<file path="src/rtl/npu_layer_sequencer.sv">
// Layer-pass controller: load A from RAM, run the MAC array, Leaky ReLU, normalize, store result.
// The raw start button is synchronized and edge-detected into a single-cycle trigger.
module npu_layer_sequencer #(
   parameter int N           = 10,
   parameter int ADDR_W      = 16,
   parameter int ACT_LAT     = 1,
   parameter int NORM_LAT    = 2,
   parameter int MAC_TIMEOUT = 1023
) (
   input  logic              clk,
   input  logic              rst,
   input  logic              start_btn,
   input  logic [ADDR_W-1:0] src_base,
   input  logic [ADDR_W-1:0] dst_base,
   output logic [ADDR_W-1:0] mem_addr,
   output logic              mem_rd_en,
   input  logic              mem_rd_valid,
   output logic              mem_wr_en,
   output logic [3:0]        elem_row,
   output logic [3:0]        elem_col,
   output logic              load_we,
   output logic              mac_start,
   input  logic              mac_done,
   output logic              act_en,
   output logic              norm_en,
   output logic              busy,
   output logic              done,
   output logic              error,
   output logic [2:0]        state_dbg
);

   typedef enum logic [2:0] {
      S_IDLE  = 3'd0,
      S_LOAD  = 3'd1,
      S_MAC   = 3'd2,
      S_ACT   = 3'd3,
      S_NORM  = 3'd4,
      S_STORE = 3'd5,
      S_DONE  = 3'd6
   } state_t;

   localparam int CNT_MAX = (MAC_TIMEOUT > ACT_LAT)
                          ? ((MAC_TIMEOUT > NORM_LAT) ? MAC_TIMEOUT : NORM_LAT)
                          : ((ACT_LAT > NORM_LAT) ? ACT_LAT : NORM_LAT);
   localparam int CNT_W = $clog2(CNT_MAX + 1);
   localparam logic [CNT_W-1:0]  MAC_LAST  = CNT_W'(MAC_TIMEOUT - 1);
   localparam logic [CNT_W-1:0]  ACT_LAST  = CNT_W'(ACT_LAT - 1);
   localparam logic [CNT_W-1:0]  NORM_LAST = CNT_W'(NORM_LAT - 1);
   localparam logic [3:0]        IDX_LAST  = 4'(N - 1);
   localparam logic [ADDR_W-1:0] N_A       = ADDR_W'(N);

   state_t              state_q, state_d;
   logic [ADDR_W-1:0]   src_q, src_d;
   logic [ADDR_W-1:0]   dst_q, dst_d;
   logic [3:0]          row_q, row_d;
   logic [3:0]          col_q, col_d;
   logic [CNT_W-1:0]    cnt_q, cnt_d;
   logic                mac_first_q, mac_first_d;
   logic                error_q, error_d;
   logic                btn_meta_q, btn_sync_q, btn_prev_q;

   logic                trigger;
   logic                last_elem;
   logic [3:0]          adv_row, adv_col;
   logic [ADDR_W-1:0]   offset;

   assign trigger   = btn_sync_q & ~btn_prev_q;
   assign last_elem = (row_q == IDX_LAST) && (col_q == IDX_LAST);
   assign adv_col   = (col_q == IDX_LAST) ? 4'd0 : col_q + 4'd1;
   assign adv_row   = (col_q == IDX_LAST) ? row_q + 4'd1 : row_q;
   assign offset    = ADDR_W'(row_q) * N_A + ADDR_W'(col_q);

   assign elem_row  = row_q;
   assign elem_col  = col_q;
   assign error     = error_q;
   assign busy      = (state_q != S_IDLE);
   assign state_dbg = state_q;

   always_ff @(posedge clk or posedge rst) begin
      if (rst) begin
         state_q     <= S_IDLE;
         src_q       <= '0;
         dst_q       <= '0;
         row_q       <= '0;
         col_q       <= '0;
         cnt_q       <= '0;
         mac_first_q <= 1'b0;
         error_q     <= 1'b0;
         btn_meta_q  <= 1'b0;
         btn_sync_q  <= 1'b0;
         btn_prev_q  <= 1'b0;
      end else begin
         state_q     <= state_d;
         src_q       <= src_d;
         dst_q       <= dst_d;
         row_q       <= row_d;
         col_q       <= col_d;
         cnt_q       <= cnt_d;
         mac_first_q <= mac_first_d;
         error_q     <= error_d;
         btn_meta_q  <= start_btn;
         btn_sync_q  <= btn_meta_q;
         btn_prev_q  <= btn_sync_q;
      end
   end

   always_comb begin
      state_d     = state_q;
      src_d       = src_q;
      dst_d       = dst_q;
      row_d       = row_q;
      col_d       = col_q;
      cnt_d       = cnt_q;
      mac_first_d = mac_first_q;
      error_d     = error_q;
      mem_addr    = '0;
      mem_rd_en   = 1'b0;
      mem_wr_en   = 1'b0;
      load_we     = 1'b0;
      mac_start   = 1'b0;
      act_en      = 1'b0;
      norm_en     = 1'b0;
      done        = 1'b0;

      case (state_q)
         S_IDLE: begin
            if (trigger) begin
               src_d   = src_base;
               dst_d   = dst_base;
               error_d = 1'b0;
               row_d   = '0;
               col_d   = '0;
               state_d = S_LOAD;
            end
         end
         S_LOAD: begin
            // Single outstanding read: the request stays up until its data returns.
            mem_addr = src_q + offset;
            if (mem_rd_valid) begin
               load_we = 1'b1;
               if (last_elem) begin
                  mac_first_d = 1'b1;
                  state_d     = S_MAC;
               end else begin
                  row_d = adv_row;
                  col_d = adv_col;
               end
            end else begin
               mem_rd_en = 1'b1;
            end
         end
         S_MAC: begin
            if (mac_first_q) begin
               mac_start   = 1'b1;
               mac_first_d = 1'b0;
               cnt_d       = '0;
            end else if (mac_done) begin
               cnt_d   = '0;
               state_d = S_ACT;
            end else if (cnt_q == MAC_LAST) begin
               cnt_d   = '0;
               error_d = 1'b1;
               state_d = S_IDLE;
            end else begin
               cnt_d = cnt_q + CNT_W'(1);
            end
         end
         S_ACT: begin
            act_en = 1'b1;
            if (cnt_q == ACT_LAST) begin
               cnt_d   = '0;
               state_d = S_NORM;
            end else begin
               cnt_d = cnt_q + CNT_W'(1);
            end
         end
         S_NORM: begin
            norm_en = 1'b1;
            if (cnt_q == NORM_LAST) begin
               cnt_d   = '0;
               row_d   = '0;
               col_d   = '0;
               state_d = S_STORE;
            end else begin
               cnt_d = cnt_q + CNT_W'(1);
            end
         end
         S_STORE: begin
            mem_wr_en = 1'b1;
            mem_addr  = dst_q + offset;
            if (last_elem) begin
               state_d = S_DONE;
            end else begin
               row_d = adv_row;
               col_d = adv_col;
            end
         end
         S_DONE: begin
            done    = 1'b1;
            state_d = S_IDLE;
         end
         default: begin
            state_d = S_IDLE;
         end
      endcase
   end

endmodule

</file>
<file path="config.mk">
export PLATFORM = sky130hd
export DESIGN_NAME = npu_layer_sequencer
export DESIGN_NICKNAME = d
export VERILOG_FILES = /design/src/rtl/npu_layer_sequencer.sv
export SDC_FILE = /design/constraint.sdc
export NUM_CORES = 1
export LEC_CHECK = 0
export BUFFER_PORTS_ARGS = -buffer_cell sky130_fd_sc_hd__buf_2
export CORE_ASPECT_RATIO = 0.8
export CORE_MARGIN = 2
export CORE_UTILIZATION = 36
export CTS_CLUSTER_SIZE = 24
export DETAILED_ROUTE_END_ITERATION = 12
export PLACE_DENSITY = 0.62
export REMOVE_ABC_BUFFERS = 1
export SETUP_SLACK_MARGIN = 0.05
export SLEW_MARGIN = 5
export SYNTH_ARGS = -nofsm -noshare
export SYNTH_HDL_FRONTEND = slang
export SYNTH_SLANG_ARGS = --single-unit
</file>
<file path="constraint.sdc">
create_clock -name clk -period 4.9 [get_ports clk]
set_clock_uncertainty 0.05 [all_clocks]
set_input_delay 0.245 -clock clk [delete_from_list [all_inputs] [get_ports clk]]
set_output_delay 0.245 -clock clk [all_outputs]
set_load 0.01 [all_outputs]
</file>
==> results of run 1 <==
## state kept, by name, indices dropped and copies added (netlist names)
signal       count
btn_meta_q       1
btn_prev_q       1
btn_sync_q       1
cnt_q           10
dst_q           16
elem_col         4
elem_row         4
error            1
mac_first_q      1
src_q           16
state_dbg        3
## per-layer routing
layer | up-vias | share of wire, %
li1 | 1583 | -
met1 | 1563 | 48
met2 | 98 | 44
met3 | 15 | 6.7
met4 | 4 | 1.5
met5 | - | 0.27
## through the flow
| stage | setup slack [ns] | hold WS (ns) | util (%) | instance area [um^2] | cells |
|---|---|---|---|---|---|
| global placement | 0.9777 | 0.2876 | 41.29 | 4497 | 604 |
| floorplan | 1.245 | 0.2264 | - | 3926 | 384 |
| finish | 0.5828 | 0.07457 | 43.89 | 4780 | 621 |
| CTS | 0.5287 | 0.06653 | 43.89 | 4780 | 621 |
| global route | 0.1855 | 0.08300 | 43.89 | 4780 | 621 |
| detailed placement | 0.8949 | 0.2847 | 41.29 | 4497 | 604 |
## critical path: stages (launching register included)
cell      delay [ns]
dfrtp_1         0.52
ha_1            0.30
ha_1            0.22
inv_1           0.07
fa_1            0.44
nor2b_1         0.15
o21ai_0         0.14
mux2_2          0.28
o21ai_0         0.21
ha_1            0.23
nand2_1         0.08
nor2_1          0.12
o21ai_0         0.18
a211oi_1        0.35
mux2i_1         0.26
buf_2           0.17
## cell usage in the layout (no fill, tap or decap), types with 9 or more instances in the layout
cell       synthesis  final
nor2_1            23     23
nand2_1           27     27
o21ai_0           20     20
xnor2_1           10     10
a21oi_1           22     22
mux2_2            42     42
dfrtp_1           58     58
nand3_1           13     13
clkbuf_16          0      9
mux2i_1            9      9
buf_2              7     72
a21o_1            10     10
inv_1             17     16
ha_1              24     24
## timing repair
| action | CTS | global route |
|---|---|---|
| hold buffers | 1 | 0 |
| hold endpoints to repair | 1 | 0 |
| setup endpoints to repair | 0 | 0 |
## power breakdown
group | internal [mW] | total, mW | switching [mW] | leakage, nW
combinational | 0.644 | 1.42 | 0.775 | 1.41
sequential | 0.659 | 0.850 | 0.191 | 0.718
clock | 0.353 | 0.579 | 0.226 | 0.131
total | 1.65 | 2.85 | 1.19 | 2.26
## layout make-up
cell class | count | area, um^2
well taps | 144 | 180.2
flip-flops and latches | 58 | 1451
repair buffers | 77 | 400.4
multi-input cells | 308 | 2407
clock buffers | 11 | 242.7
clock inverters | 5 | 30.03
fillers | 1082 | 6111
inverters | 18 | 67.56
## worst paths after layout
path                                          start                      end  slack, ns
max                         elem_row[3]$_DFFE_PP0P_             mem_addr[11]       0.58
min reg2reg                    btn_meta_q$_DFF_PP0_     btn_sync_q$_DFF_PP0_       0.29
max reg2reg                state_dbg[0]$_DFFE_PP0P_  elem_row[2]$_DFFE_PP0P_       2.32
max in group asynchronous                       rst     src_q[1]$_DFFE_PP0P_       4.23
min in group clk                        dst_base[0]     dst_q[0]$_DFFE_PP0P_       0.08
min                                             rst     cnt_q[2]$_DFFE_PP0P_       0.07
## logic make-up after synthesis
logic type	count (synthesis)
DFF	58
and+or+nand+nor	126
buffers and inverters	36
muxes	54
AOI/OAI and AO/OA	85
xor gates and xnor gates	16
adders and majority gates	27
==> summary by stage, run 1 <==
Status
The flow ran to the end, and the final reports show no timing, DRC or antenna violations.

Global routing
The number of global-route vias before repair is 3,264. The met2 usage in global routing is 24.83%. The initial antenna violation count came to 2. The total global routing overflow is 0. The met3 track utilization from global routing is 6.366%. Global routing consumed, over all layers together, 17.19% of the routing resources. The wire length of the first global-routing pass is 16.25 mm.

The busiest layer in global routing is met2. In the global route stage, met1 resource usage came out at 24.04%. Entering global routing, the biggest net connects 59 pins.

Die
The horizontal die dimension is 122.3 um. The die is 98.67 um tall. The boundary pin count is 73. The floorplan row count is 34. The area enclosed by the die boundary is 12,070 um^2. Once the floorplan was initialized, standard cells occupied 37.03% of the core. The total area inside the core boundary comes to 10,890 um^2.

Yosys
Yosys attributes the largest share of cell area to dfrtp_1 (36%), mux2_2 (12%), ha_1 (7.4%). After Yosys synthesis, full adders, half adders and majority gates account for 8.936% of the synthesized area. The mean instance size in the synthesized netlist is 10.03 um^2. The count of yosys warnings during synthesis is 0. The register bit count reported by yosys is 58. The largest family of logic cells by synthesized area is simple AND/OR/NAND/NOR gates. The netlist uses 63 different library cells. Among all cell types in the netlist, the one instantiated most often is dfrtp_1. The biggest area contributor in the post-synthesis netlist is dfrtp_1. The post-synthesis xor/xnor area fraction is 3.475%. The simple-gate share of the synthesized area is 18.55%. The compound-gate portion of the synthesized area is 13.93%. The netlist area before placement is 4033 um^2.

After synthesis, the share of cell area in mux cells is 14.80%. Yosys mapped a number of flops with a built-in enable equal to 0. The primary flip-flop cell chosen by synthesis mapping is dfrtp_1.

Sorting the synthesized cells by how often they occur yields dfrtp_1 (58), mux2_2 (42), nand2_1 (27). The cell count after synthesis is 402. The sequential element share of the synthesized area is 35.99%. The top cell type by area accounts for 35.99% of the synthesized area. In the synthesized netlist the async set-or-reset flop fraction comes to 100.0%.

STA
The number of failing hold endpoints at the final stage is 0. The count of final max-slew check failures was 0. Setup violations remaining at the end of the flow were counted as 0.

Adding up every negative setup slack in the final design gives 0 ns. The period utilization is 88.11%. The smallest clock period supported by the final layout is computed as 4.317 ns. The worst pin sits at a relative slew slack of 28.18%. The slew at the pin closest to its max-slew limit is 1.075 ns. Setup repair after global routing left no endpoint under its margin. For this run, the top clock speed supported by timing is 231.6 MHz.

CTS
The clock transition at the registers of the reported paths is 0.06 ns. The post-cts resize count is 0. No sink is reached through more buffers than the 2 on the longest clock path.

TritonCTS built the clock tree. In this run the number of H-tree levels came out at 3. The TritonCTS sink count is 58. The insertion delay of the later-clocked pin in the worst-skew pair is 0.33 ns. Buffers inserted during clock tree synthesis total 9. Buffers added to address setup during post-CTS repair amount to 0. The root cell of the clock tree is clkbuf_16.

Job
The total of max-cap violations is 0.

Worst hold path
The worst hold path class is input port to async pin.

Layout
The growth of design area from synthesis to finish is 18.52%. The repair_antennas step left the layout with diodes totalling 0. The share of cells above drive strength 1 is 32.70%. The net count of the finished layout is 536.

Setup path
The critical path in this run is classified as flop to output port. The type of element launching the critical path is a flop. The worst endpoint data arrival time is 4.02 ns. The largest driver fanout on the critical path is 10. At the worst endpoint, the required time is 4.61 ns.

The endpoint kind of the worst setup timing path is an output port. The worst reg-to-reg path cell count is 5.

Place
Input and output buffers added on the ports amount to 72. The global placer's final weighted congestion is 0.8328. The post-detailed-placement half-perimeter wirelength is 7.153 mm.

Pwr
VDD sags by at most 0.0002296 V. The power density over the cells is 595.6 nW/um^2. Overall power consumption after layout is estimated at 2.847 mW. The static leakage power is 2.256 nW.

Detailed routing
The per-cell via count in the routed design is 5.254. The count of unresolved DRC violations after routing is 0. Dividing the detail-routed wire length by the instance count gives 15.51 um. The number of violations reported at the end of detailed-routing iteration 0 is 162. The total wire length is 9.630 mm.

The first detailed-routing pass ran for 4 iterations. The number of routed nets with antenna violations is 0. The vias after detailed routing is 3,263.
Power figures use the tool's default switching activity.
==> run 2: changes to the inputs <==
Settings changed: ABC_AREA from default to 1.
==> summary by stage, run 2 <==
Detailed routing
The number of violations reported at the end of detailed-routing iteration 0 is 185 (was 162). The count of unresolved DRC violations after routing was 0 (unchanged). The total wire length is 9.574 mm (was 9.630 mm). The first-pass detailed-route iteration total is 4 (unchanged).

The number of routed nets with antenna violations is 0 (unchanged). The per-cell via count in the routed design is 4.805 (was 5.254). The average routed wire per standard cell came to 13.15 um (was 15.51 um). The vias after detailed routing was 3,498 (was 3,263).

Die
The effective utilization at floorplan is 36.94% (was 37.03%). The horizontal die dimension was 122.0 um (was 122.3 um). The area enclosed by the die boundary is 12,000 um^2 (was 12,070 um^2). The floorplan row count is 34 (unchanged). The floorplan die height was 98.37 um (was 98.67 um). The area of the core was 10,850 um^2 (was 10,890 um^2). The boundary pin count came to 73 (unchanged).

Pwr
The power density over the cells is 590.3 nW/um^2 (was 595.6 nW/um^2). The total design power is 2.810 mW (was 2.847 mW). The static leakage power came to 2.547 nW (was 2.256 nW). The maximum vdd ir drop was 0.0002382 V (was 0.0002296 V).

Setup path
The category of the critical setup timing path is flop to output port (unchanged). Critical path cell sequence: nand3_2 > inv_1 > o21ai_0 > ha_1 > fa_1 > nand3_1 > nand2_1 > nand2_1 > nand3_1 > nand2_1 > nand2_1 > and2_1 > nor2_1 > buf_2 (was ha_1 > ha_1 > inv_1 > fa_1 > nor2b_1 > o21ai_0 > mux2_2 > o21ai_0 > ha_1 > nand2_1 > nor2_1 > o21ai_0 > a211oi_1 > mux2i_1 > buf_2). The critical path's largest stage delay came to 0.74 ns (was 0.52 ns). Among the stages of the critical path, the cell type that occurs most often is nand2_1. The master of the slowest instance on the critical path is dfrtp_1 (unchanged). The destination of the worst register-to-register timing path is dst_q[1]$_DFFE_PP0P_ (was elem_row[2]$_DFFE_PP0P_). The type of element launching the critical path is a flop (unchanged).

The endpoint kind of the worst setup timing path was an output port (unchanged). The worst endpoint required time is 4.61 ns (about the same). The launch point of the worst reg-to-reg path was state_dbg[0]$_DFFE_PP0P_ (unchanged).

The worst endpoint data arrival time was 3.73 ns (was 4.02 ns). The worst reg-to-reg path cell count was 6 (was 5). The largest driver fanout on the critical path came to 16 (was 10).

The reg-to-reg setup timing slack came to 2.77 ns (was 2.32 ns).

Layout
Most used cells in the layout excluding fill and tap cells: nand2_1 (111), buf_2 (72), inv_1 (62) (was buf_2 (72), dfrtp_1 (58), mux2_2 (42)). The multi-input gate area in the final layout is 2197 um^2 (was 2407 um^2). Largest registers in the final layout: dst_q: 16 flops, src_q: 16 flops, cnt_q: 10 flops (unchanged). The filler cell count was 1,084 (was 1,082). The net count of the finished layout is 644 (was 536). The share of cells above drive strength 1 is 24.49% (was 32.70%). The most frequent standard cell in the layout excluding fill and tap cells is nand2_1 (was buf_2). The growth of design area from synthesis to finish is 18.79% (was 18.52%). The area occupied by registers is 1451 um^2 (unchanged). The final core area utilization is 43.89% (about the same). The final instance area is 4761 um^2 (was 4780 um^2). The total inserted antenna cells is 0 (unchanged).

Yosys
The number of unique standard cell types used by synthesis was 38 (was 63). The share of the synthesized area in the top cell type is 36.22% (was 35.99%). The sequential element share of the synthesized area is 36.22% (was 35.99%). The proportion of register bits with asynchronous set or reset after synthesis was 100.0% (unchanged). The mean instance size in the synthesized netlist is 7.920 um^2 (was 10.03 um^2).

Cell types with the highest counts after synthesis: nand2_1 (111), inv_1 (63), dfrtp_1 (58) (was dfrtp_1 (58), mux2_2 (42), nand2_1 (27)). The most numerous cell in the Yosys netlist is nand2_1 (was dfrtp_1). The register bit count reported by yosys is 58 (unchanged). The number of flops mapped to enable cells by yosys came to 0 (unchanged). The count of yosys warnings during synthesis is 0 (unchanged). The cell count after synthesis is 506 (was 402). Leading post-synthesis cells by cell area: dfrtp_1 (36%), nand2_1 (10%), ha_1 (7.5%) (was dfrtp_1 (36%), mux2_2 (12%), ha_1 (7.4%)).

The netlist area before placement is 4008 um^2 (was 4033 um^2). The primary flip-flop cell chosen by synthesis mapping is dfrtp_1 (unchanged). The cell accounting for the most synthesized area is dfrtp_1 (unchanged).

CTS
The number of buffers inserted during clock tree synthesis is 9 (unchanged). The post-cts resize count is 0 (unchanged). The clock transition at the registers of the reported paths is 0.05 ns (was 0.06 ns).

The CTS tree is done (unchanged). The insertion delay of the later-clocked pin in the worst-skew pair was 0.33 ns (about the same). The H-tree depth reported by CTS was 3 (unchanged). The number of hold buffers added after CTS is 1 (unchanged). The root cell of the clock tree is clkbuf_16 (unchanged). The clock tree buffer depth is 2 (unchanged).

The count of buffers added by post-CTS timing repair for setup is 0 (unchanged). The TritonCTS sink count came to 58 (unchanged).

STA
The count of final max-slew check failures came to 0 (unchanged). The highest attainable clock frequency is 248.4 MHz (was 231.6 MHz). The worst-case setup margin in the final layout is 0.8738 ns (was 0.5828 ns). The post-layout minimum cycle time is 4.026 ns (was 4.317 ns). The period utilization came to 82.17% (was 88.11%). The aggregate negative setup slack is 0 ns (unchanged).

The slew at the pin closest to its max-slew limit came to 0.7636 ns (was 1.075 ns). RSZ-0062 raised after global routing: no (unchanged). The final setup violation count is 0 (unchanged). The worst slew margin relative to its limit is 49.09% (was 28.18%). The number of failing hold endpoints at the final stage is 0 (unchanged).

Worst hold path
The worst hold path class is input port to async pin (unchanged).

Global routing
The wire length of the first global-routing pass is 16.50 mm (was 16.25 mm). The largest net degree at the start of global routing is 59 (unchanged). The initial antenna violation count is 0 (was 2). The overall global routing resource usage was 17.36% (was 17.19%). The total global routing overflow is 0 (unchanged). The number of global-route vias before repair was 3,469 (was 3,264).

Job
The total of max-cap violations is 0 (unchanged).

Place
The post-place instance area is 4461 um^2 (was 4497 um^2). The post-detailed-placement half-perimeter wirelength is 7.175 mm (was 7.153 mm). The global placer's final weighted congestion is 0.8928 (was 0.8328). The number of I/O port buffers is 72 (unchanged). The post-placement setup slack is 1.232 ns (was 0.8949 ns).

Status
Run status: finished clean (unchanged).
-- run 2: cell count changes after synthesis, sizes merged, moves of 7 or more --
cell / change
nand2: +94
a31oi: -7
inv: +50
mux2i: -8
nand3: +30
a21o: -9
nor2: +34
mux2: -19
-- run 2: kinds of logic (layout without fill, tap and decap cells) --
kind of cell	count (synthesis)	count (layout)	synth area share (%)
adder cells (fa/ha/maj)	27	27	8.992
flip-flops	58	58	36.22
multiplexers	27	27	7.555
AND/OR/NAND/NOR	244	244	27.97
XOR/XNOR	14	14	3.060
buffers and inverters	80	158	8.960
AO/OA/AOI/OAI	56	56	7.243
-- run 2: through the flow --
stage	hold WS, ns	instances
2_1_floorplan	0.2264	494
3_3_place_gp	0.2860	712
3_5_place_dp	0.2856	712
4_1_cts	0.07560	728
5_1_grt	0.07491	728
6_report	0.05464	728
-- run 2: cell type report --
cell class / instances / area share, %
Clock buffer: 13 / 5.887
Clock inverter: 2 / 0.2102
Inverter: 68 / 5.388
Multi-Input combinational cell: 368 / 46.15
Sequential cell: 58 / 30.49
Tap cell: 144 / 3.784
Timing Repair Buffer: 75 / 8.095
-- run 2: how the worst max path moves through the flow --
stage / startpoint / end / slack [ns] / depth (start not counted)
CTS: state_dbg[2]$_DFFE_PP0P_ / mem_addr[10] / 0.86 / 14
floorplan: elem_row[3]$_DFFE_PP0P_ / mem_addr[11] / 1.64 / 16
finish: state_dbg[2]$_DFFE_PP0P_ / mem_addr[10] / 0.87 / 14
global route: state_dbg[2]$_DFFE_PP0P_ / mem_addr[12] / 0.50 / 15
detailed placement: state_dbg[2]$_DFFE_PP0P_ / mem_addr[10] / 1.23 / 14
global placement: state_dbg[2]$_DFFE_PP0P_ / mem_addr[10] / 1.33 / 14
-- run 2: layer usage --
metal | routed length, um | global-route usage, % | vias to the layer above
met5 | 0 | 0 | -
met4 | 147 | 5.570 | 0
met3 | 450 | 4.439 | 10
met1 | 4662 | 23.60 | 1636
li1 | - | - | 1781
met2 | 4313 | 27.03 | 71
-- run 2: worst max-delay path, delay by kind of cell (launching register included) --
family	cells	cell delay, ns
AO/OA/AOI/OAI	1	0.15
buffers and inverters	2	0.61
AND/OR/NAND/NOR	9	1.21
adder cells (fa/ha/maj)	2	0.69
flip-flops	1	0.74
-- run 2: power by group --
part | internal (mW) | switching [mW]
Clock | 0.392 | 0.215
Combinational | 0.522 | 0.879
Sequential | 0.658 | 0.144
Total | 1.57 | 1.24
